[config.mk]
export PLATFORM = sky130hd
export DESIGN_NAME = imem_arbiter_flat
export DESIGN_NICKNAME = d
export VERILOG_FILES = /design/src/rtl/imem_arbiter_if.sv /design/src/rtl/imem_arbiter.sv /design/src/flat_wrapper.sv
export SDC_FILE = /design/constraint.sdc
export NUM_CORES = 1
export LEC_CHECK = 0
export CORE_ASPECT_RATIO = 0.9
export CORE_MARGIN = 10
export CORE_UTILIZATION = 30
export DETAILED_ROUTE_END_ITERATION = 7
export HOLD_SLACK_MARGIN = 0.03
export PLACE_DENSITY_LB_ADDON = 0.05
export SLEW_MARGIN = 20
export SYNTH_ARGS = -nofsm -noshare
export SYNTH_HDL_FRONTEND = slang
export SYNTH_SLANG_ARGS = --single-unit
[constraint.sdc]
create_clock -name clk -period 4.9 [get_ports clk]
set_input_delay 0.98 -clock clk [delete_from_list [all_inputs] [get_ports clk]]
set_output_delay 0.98 -clock clk [all_outputs]
set_load 0.005 [all_outputs]
[src/rtl/imem_arbiter_if.sv]
// Bus bundle for imem_arbiter: fetch and LSU request/response channels,
// the single-port instruction memory port, and the conflict counter.
interface imem_arbiter_if #(
  parameter int ADDR_W = 20
);
  logic              if_req;
  logic [31:0]       if_addr;
  logic              if_gnt;
  logic              if_rvalid;
  logic [31:0]       if_rdata;
  logic              if_err;
  logic              ls_req;
  logic [31:0]       ls_addr;
  logic              ls_gnt;
  logic              ls_rvalid;
  logic [31:0]       ls_rdata;
  logic              ls_err;
  logic              mem_req;
  logic [ADDR_W-1:0] mem_addr;
  logic [31:0]       mem_rdata;
  logic [15:0]       conflict_cnt;

  modport slave (
    input  if_req, if_addr, ls_req, ls_addr, mem_rdata,
    output if_gnt, if_rvalid, if_rdata, if_err,
    output ls_gnt, ls_rvalid, ls_rdata, ls_err,
    output mem_req, mem_addr, conflict_cnt
  );

  modport master (
    output if_req, if_addr, ls_req, ls_addr, mem_rdata,
    input  if_gnt, if_rvalid, if_rdata, if_err,
    input  ls_gnt, ls_rvalid, ls_rdata, ls_err,
    input  mem_req, mem_addr, conflict_cnt
  );
endinterface

[src/rtl/imem_arbiter.sv]
// Arbiter sharing one single-port instruction memory between fetch and LSU.
// Define IMEM_ARB_RR_EN for round-robin conflicts; default is LSU-wins priority.
module imem_arbiter #(
  parameter int ADDR_W = 20
) (
  input  logic           clk,
  input  logic           rst,
  imem_arbiter_if.slave  bus
);

  localparam logic [1:0] R_NONE = 2'd0;
  localparam logic [1:0] R_IF   = 2'd1;
  localparam logic [1:0] R_LS   = 2'd2;

  // Word-aligned and inside the 2**ADDR_W word window.
  function automatic logic addr_ok(input logic [31:0] a);
    addr_ok = (a[1:0] == 2'b00) && ((a >> (ADDR_W + 2)) == 32'd0);
  endfunction

  logic [1:0]  state_r;
  logic        err_r;
  logic [15:0] cnt_r;
  logic        conflict_s;
  logic        if_wins_s;
  logic        if_gnt_s;
  logic        ls_gnt_s;
  logic [31:0] win_addr_s;
  logic        win_ok_s;
  logic        mem_req_s;

`ifdef IMEM_ARB_RR_EN
  logic        last_if_r;
`endif

  // Arbitration and memory request, all combinational from the inputs.
  always_comb begin
    conflict_s = bus.if_req & bus.ls_req;
`ifdef IMEM_ARB_RR_EN
    if_wins_s  = bus.if_req & (~bus.ls_req | ~last_if_r);
`else
    if_wins_s  = bus.if_req & ~bus.ls_req;
`endif
    if (rst) begin
      if_gnt_s = 1'b0;
      ls_gnt_s = 1'b0;
    end else begin
      if_gnt_s = if_wins_s;
      ls_gnt_s = bus.ls_req & ~if_wins_s;
    end
    win_addr_s = if_gnt_s ? bus.if_addr : bus.ls_addr;
    win_ok_s   = addr_ok(win_addr_s);
    mem_req_s  = (if_gnt_s | ls_gnt_s) & win_ok_s;
    bus.if_gnt  = if_gnt_s;
    bus.ls_gnt  = ls_gnt_s;
    bus.mem_req = mem_req_s;
    if (mem_req_s) begin
      bus.mem_addr = win_addr_s[ADDR_W+1:2];
    end else begin
      bus.mem_addr = {ADDR_W{1'b0}};
    end
  end

  // Response state, error flag and saturating conflict counter.
  always_ff @(posedge clk or posedge rst) begin
    if (rst) begin
      state_r <= R_NONE;
      err_r   <= 1'b0;
      cnt_r   <= 16'd0;
    end else begin
      if (if_gnt_s) begin
        state_r <= R_IF;
      end else if (ls_gnt_s) begin
        state_r <= R_LS;
      end else begin
        state_r <= R_NONE;
      end
      err_r <= (if_gnt_s | ls_gnt_s) & ~win_ok_s;
      if (conflict_s && (cnt_r != 16'hFFFF)) begin
        cnt_r <= cnt_r + 16'd1;
      end else begin
        cnt_r <= cnt_r;
      end
    end
  end

`ifdef IMEM_ARB_RR_EN
  // Last-granted pointer; reset value lets fetch win the first conflict.
  always_ff @(posedge clk or posedge rst) begin
    if (rst) begin
      last_if_r <= 1'b0;
    end else if (if_gnt_s | ls_gnt_s) begin
      last_if_r <= if_gnt_s;
    end else begin
      last_if_r <= last_if_r;
    end
  end
`endif

  // Response outputs; data and error are zero whenever rvalid is low.
  always_comb begin
    bus.if_rvalid = 1'b0;
    bus.if_rdata  = 32'd0;
    bus.if_err    = 1'b0;
    bus.ls_rvalid = 1'b0;
    bus.ls_rdata  = 32'd0;
    bus.ls_err    = 1'b0;
    case (state_r)
      R_IF: begin
        bus.if_rvalid = 1'b1;
        bus.if_err    = err_r;
        bus.if_rdata  = err_r ? 32'd0 : bus.mem_rdata;
      end
      R_LS: begin
        bus.ls_rvalid = 1'b1;
        bus.ls_err    = err_r;
        bus.ls_rdata  = err_r ? 32'd0 : bus.mem_rdata;
      end
      default: begin
        bus.if_rvalid = 1'b0;
        bus.ls_rvalid = 1'b0;
      end
    endcase
    bus.conflict_cnt = cnt_r;
  end

endmodule

[src/flat_wrapper.sv]
// flat-port wrapper written by rule: the top's interface ports become plain ports
module imem_arbiter_flat 
#(
  parameter int ADDR_W = 20
)
  (clk, rst, bus_if_req, bus_if_addr, bus_ls_req, bus_ls_addr, bus_mem_rdata, bus_if_gnt, bus_if_rvalid, bus_if_rdata, bus_if_err, bus_ls_gnt, bus_ls_rvalid, bus_ls_rdata, bus_ls_err, bus_mem_req, bus_mem_addr, bus_conflict_cnt);
  imem_arbiter_if #(.ADDR_W(ADDR_W)) bus_i ();
  input  logic clk;
  input  logic rst;
  input wire logic [$bits(bus_i.if_req)-1:0] bus_if_req;
  input wire logic [$bits(bus_i.if_addr)-1:0] bus_if_addr;
  input wire logic [$bits(bus_i.ls_req)-1:0] bus_ls_req;
  input wire logic [$bits(bus_i.ls_addr)-1:0] bus_ls_addr;
  input wire logic [$bits(bus_i.mem_rdata)-1:0] bus_mem_rdata;
  output wire logic [$bits(bus_i.if_gnt)-1:0] bus_if_gnt;
  output wire logic [$bits(bus_i.if_rvalid)-1:0] bus_if_rvalid;
  output wire logic [$bits(bus_i.if_rdata)-1:0] bus_if_rdata;
  output wire logic [$bits(bus_i.if_err)-1:0] bus_if_err;
  output wire logic [$bits(bus_i.ls_gnt)-1:0] bus_ls_gnt;
  output wire logic [$bits(bus_i.ls_rvalid)-1:0] bus_ls_rvalid;
  output wire logic [$bits(bus_i.ls_rdata)-1:0] bus_ls_rdata;
  output wire logic [$bits(bus_i.ls_err)-1:0] bus_ls_err;
  output wire logic [$bits(bus_i.mem_req)-1:0] bus_mem_req;
  output wire logic [$bits(bus_i.mem_addr)-1:0] bus_mem_addr;
  output wire logic [$bits(bus_i.conflict_cnt)-1:0] bus_conflict_cnt;
  assign bus_i.if_req = bus_if_req;
  assign bus_i.if_addr = bus_if_addr;
  assign bus_i.ls_req = bus_ls_req;
  assign bus_i.ls_addr = bus_ls_addr;
  assign bus_i.mem_rdata = bus_mem_rdata;
  assign bus_if_gnt = bus_i.if_gnt;
  assign bus_if_rvalid = bus_i.if_rvalid;
  assign bus_if_rdata = bus_i.if_rdata;
  assign bus_if_err = bus_i.if_err;
  assign bus_ls_gnt = bus_i.ls_gnt;
  assign bus_ls_rvalid = bus_i.ls_rvalid;
  assign bus_ls_rdata = bus_i.ls_rdata;
  assign bus_ls_err = bus_i.ls_err;
  assign bus_mem_req = bus_i.mem_req;
  assign bus_mem_addr = bus_i.mem_addr;
  assign bus_conflict_cnt = bus_i.conflict_cnt;
  imem_arbiter #(.ADDR_W(ADDR_W)) u_core (.clk(clk), .rst(rst), .bus(bus_i));
endmodule
==> results of run 1 <==
final cells by class:
type,count,area (um2),area share (%)
tap,70,87.6,2.24
sequential,19,475,12.1
timing repair buffer,211,2100,53.6
clock buffer,3,41.3,1.05
clock inverter,1,5.00,0.128
inverter,5,18.8,0.479
multi-input combinational,209,1190,30.4
power by group:
part	switching [uW]	total, uW	leakage (uW)	internal, uW
Combinational	95.6	269	0.00123	173
Clock	53.0	110	0.0000255	56.6
Sequential	39.5	225	0.000244	185
Total	188	603	0.00150	415
flip-flops by register name, summed over array words and instances (netlist names):
register and cells:
u_core.state_r 2, u_core.bus.conflict_cnt 16, u_core.err_r 1
worst max-delay path, delay by kind of cell:
kind / cells / cell delay, ps
buffers and inverters: 3 / 1250
AND/OR/NAND/NOR: 3 / 880
AO/OA/AOI/OAI: 1 / 140
how the worst max path moves through the flow:
stage	cells after the start	slack (ps)	to
finish	7	660	bus_mem_addr[19]
floorplan	5	1680	bus_mem_addr[10]
detailed placement	7	650	bus_mem_addr[19]
CTS	7	640	bus_mem_addr[19]
global route	7	520	bus_mem_addr[15]
global placement	7	670	bus_mem_addr[1]
synth_stat cells (4+ instances only):
library cell / number / share of area (%)
nor2_1: 83 / 18
nand2_1: 37 / 7.8
dfrtp_1: 19 / 27
clkbuf_1: 11 / 2.3
a22oi_1: 10 / 4.2
a22oi_2: 10 / 7.0
nor2_2: 10 / 3.5
xor2_1: 10 / 4.9
nor4_1: 7 / 2.5
nor3_1: 5 / 1.4
inv_1: 4 / 0.84
nand3_1: 4 / 1.1
nand4_1: 4 / 1.4
cells in the final DEF (no fill, tap or decap), types with 5 or more instances in the layout:
master and n:
dfrtp_1 19, buf_4 5, nor3_1 5, xor2_1 10
a22oi_2 10, nand2_1 37, a22oi_1 10, nor4_1 7
nor2_1 83, clkdlybuf4s50_1 206, nor2_2 10
cells by family after synthesis:
group | share of synthesized area [%]
AND/OR/NAND/NOR | 45.9
AO/OA/AOI/OAI | 12.9
buffers and inverters | 6.75
flip-flops | 26.7
XOR/XNOR | 6.40
multiplexers | 0.633
adder cells (fa/ha/maj) | 0.703
per-stage QoR:
| step | utilization (%) | power [uW] | std cells | instance area, um2 |
|---|---|---|---|---|
| 2_1_floorplan | - | 306 | 250 | 1780 |
| 3_3_place_gp | 67.6 | 492 | 514 | 3870 |
| 3_5_place_dp | 67.6 | 500 | 514 | 3870 |
| 4_1_cts | 68.4 | 611 | 518 | 3920 |
| 5_1_grt | 68.4 | 645 | 518 | 3920 |
| 6_report | 68.4 | 603 | 518 | 3920 |
routing by layer:
metal  GRT usage, %  part of all wire, %  vias to the layer above
met1           22.9                   38                     1163
met5              0                    0                        -
met3           5.30                  8.8                        5
li1               -                    -                     1234
met2           36.8                   52                      113
met4           2.44                 0.48                        0
==> metrics.txt, run 1 <==
status finished, final reports clean; critical-path cell list clkdlybuf4s50_1, or4_4, nor4_4, buf_4, a22oi_1, nor2_1, clkdlybuf4s50_1; Die Ht 93.1 um; Site Rows 26; Hold Crit Start u_core.bus.conflict_cnt[13]$_DFFE_PP0P_; Final min period 4240 ps; Post-CTS Hold Fix Bufs 0; required time worst endpoint 3920 ps; CTS tree yes; Post-synth EDFFs 0; Mapped Area 1780 um2; CORE AREA 5730 um2; Fillers 500; total gr overflow 0; Ant. Diodes 0; Min-Delay Path Class reg -> reg; Synth cell types 37; CTS buffer count 3; nets@finish 550; layout cells sized above 1 8.48%; synthesized area per cell 7.12 um2; vias per cell 4.86; PwrDens 154 nW/um2; # resized after CTS 0; Initial Utilization 31.1%; Ports 207; r2r startpoint u_core.bus.conflict_cnt[0]$_DFFE_PP0P_; initial antenna violation count 0; sequential share of the synthesized area 26.7%; final setup violation count 0; hpwl dp 8670 um; htree depth 1; Hold Path End u_core.bus.conflict_cnt[13]$_DFFE_PP0P_; R2R Path End u_core.bus.conflict_cnt[1]$_DFFE_PP0P_; RSZ-0062 raised after global routing no; GP Congestion 0.843; # clock sinks 19; Slowest-stage cell, CP or4_4; Synth async-reset ratio 100%; slew margin rel. 38.3%; CTS max path bufs 2; r2r setup slk 2950 ps; via count 2515; crit share post-route 86.5%; Crit. Startpoint bus_ls_addr[28]; clk_skew 6.61 ps; clk slew on worst S/H paths 70 ps; DP Worst Slack 646 ps; Final Slew Violations 0; worst skew pair latency 260 ps; max cap viols 0; Remaining DRCs 0; Yosys reg bits 19; largest net degree at the start of global routing 35; CP max stage delay 540 ps; Ys Warns 0; Hold Crit Depth 1; initial drt markers 91; first-pass GRT wire length 15100 um; Root Buffer clkbuf_8; net count after synthesis 351; Syn Inst Count 250; antenna violation net count after detailed routing 0; r2r worst-path depth 5; Critical Path AT 3260 ps; Post-CTS Setup Bufs 0; Area growth, synth to finish 120%; Top FF cell, synth dfrtp_1; die footprint 9420 um2; startpoint types input pin; gr usage total 20.0%; fmax 236 MHz; crit path max fanout 22; smallest setup slack after layout 660 ps; Die W 101 um; kind of critical path in -> out; worst-margin pin slew 919 ps; CP endpoint kind output pin; Pleak 0.00150 uW; drt wl/cell 19.7 um; final setup TNS 0 ps; worst hold slack 520 ps; vias in the first global route 2352; final hold vios 0; total wire length 10200 um; PortBufs 206; DR pass1 iterations 4; Most Frequent Cell on Critical Path clkdlybuf4s50_1; maximum vdd drop 220 uV
Note: power is estimated with default switching activity, not from simulation.
==> inputs of run 2 (changes only) <==
Settings changed: CAP_MARGIN set to 20.
==> results of run 2 <==
The final DEF is identical to that of run 1; final timing and power are the same.
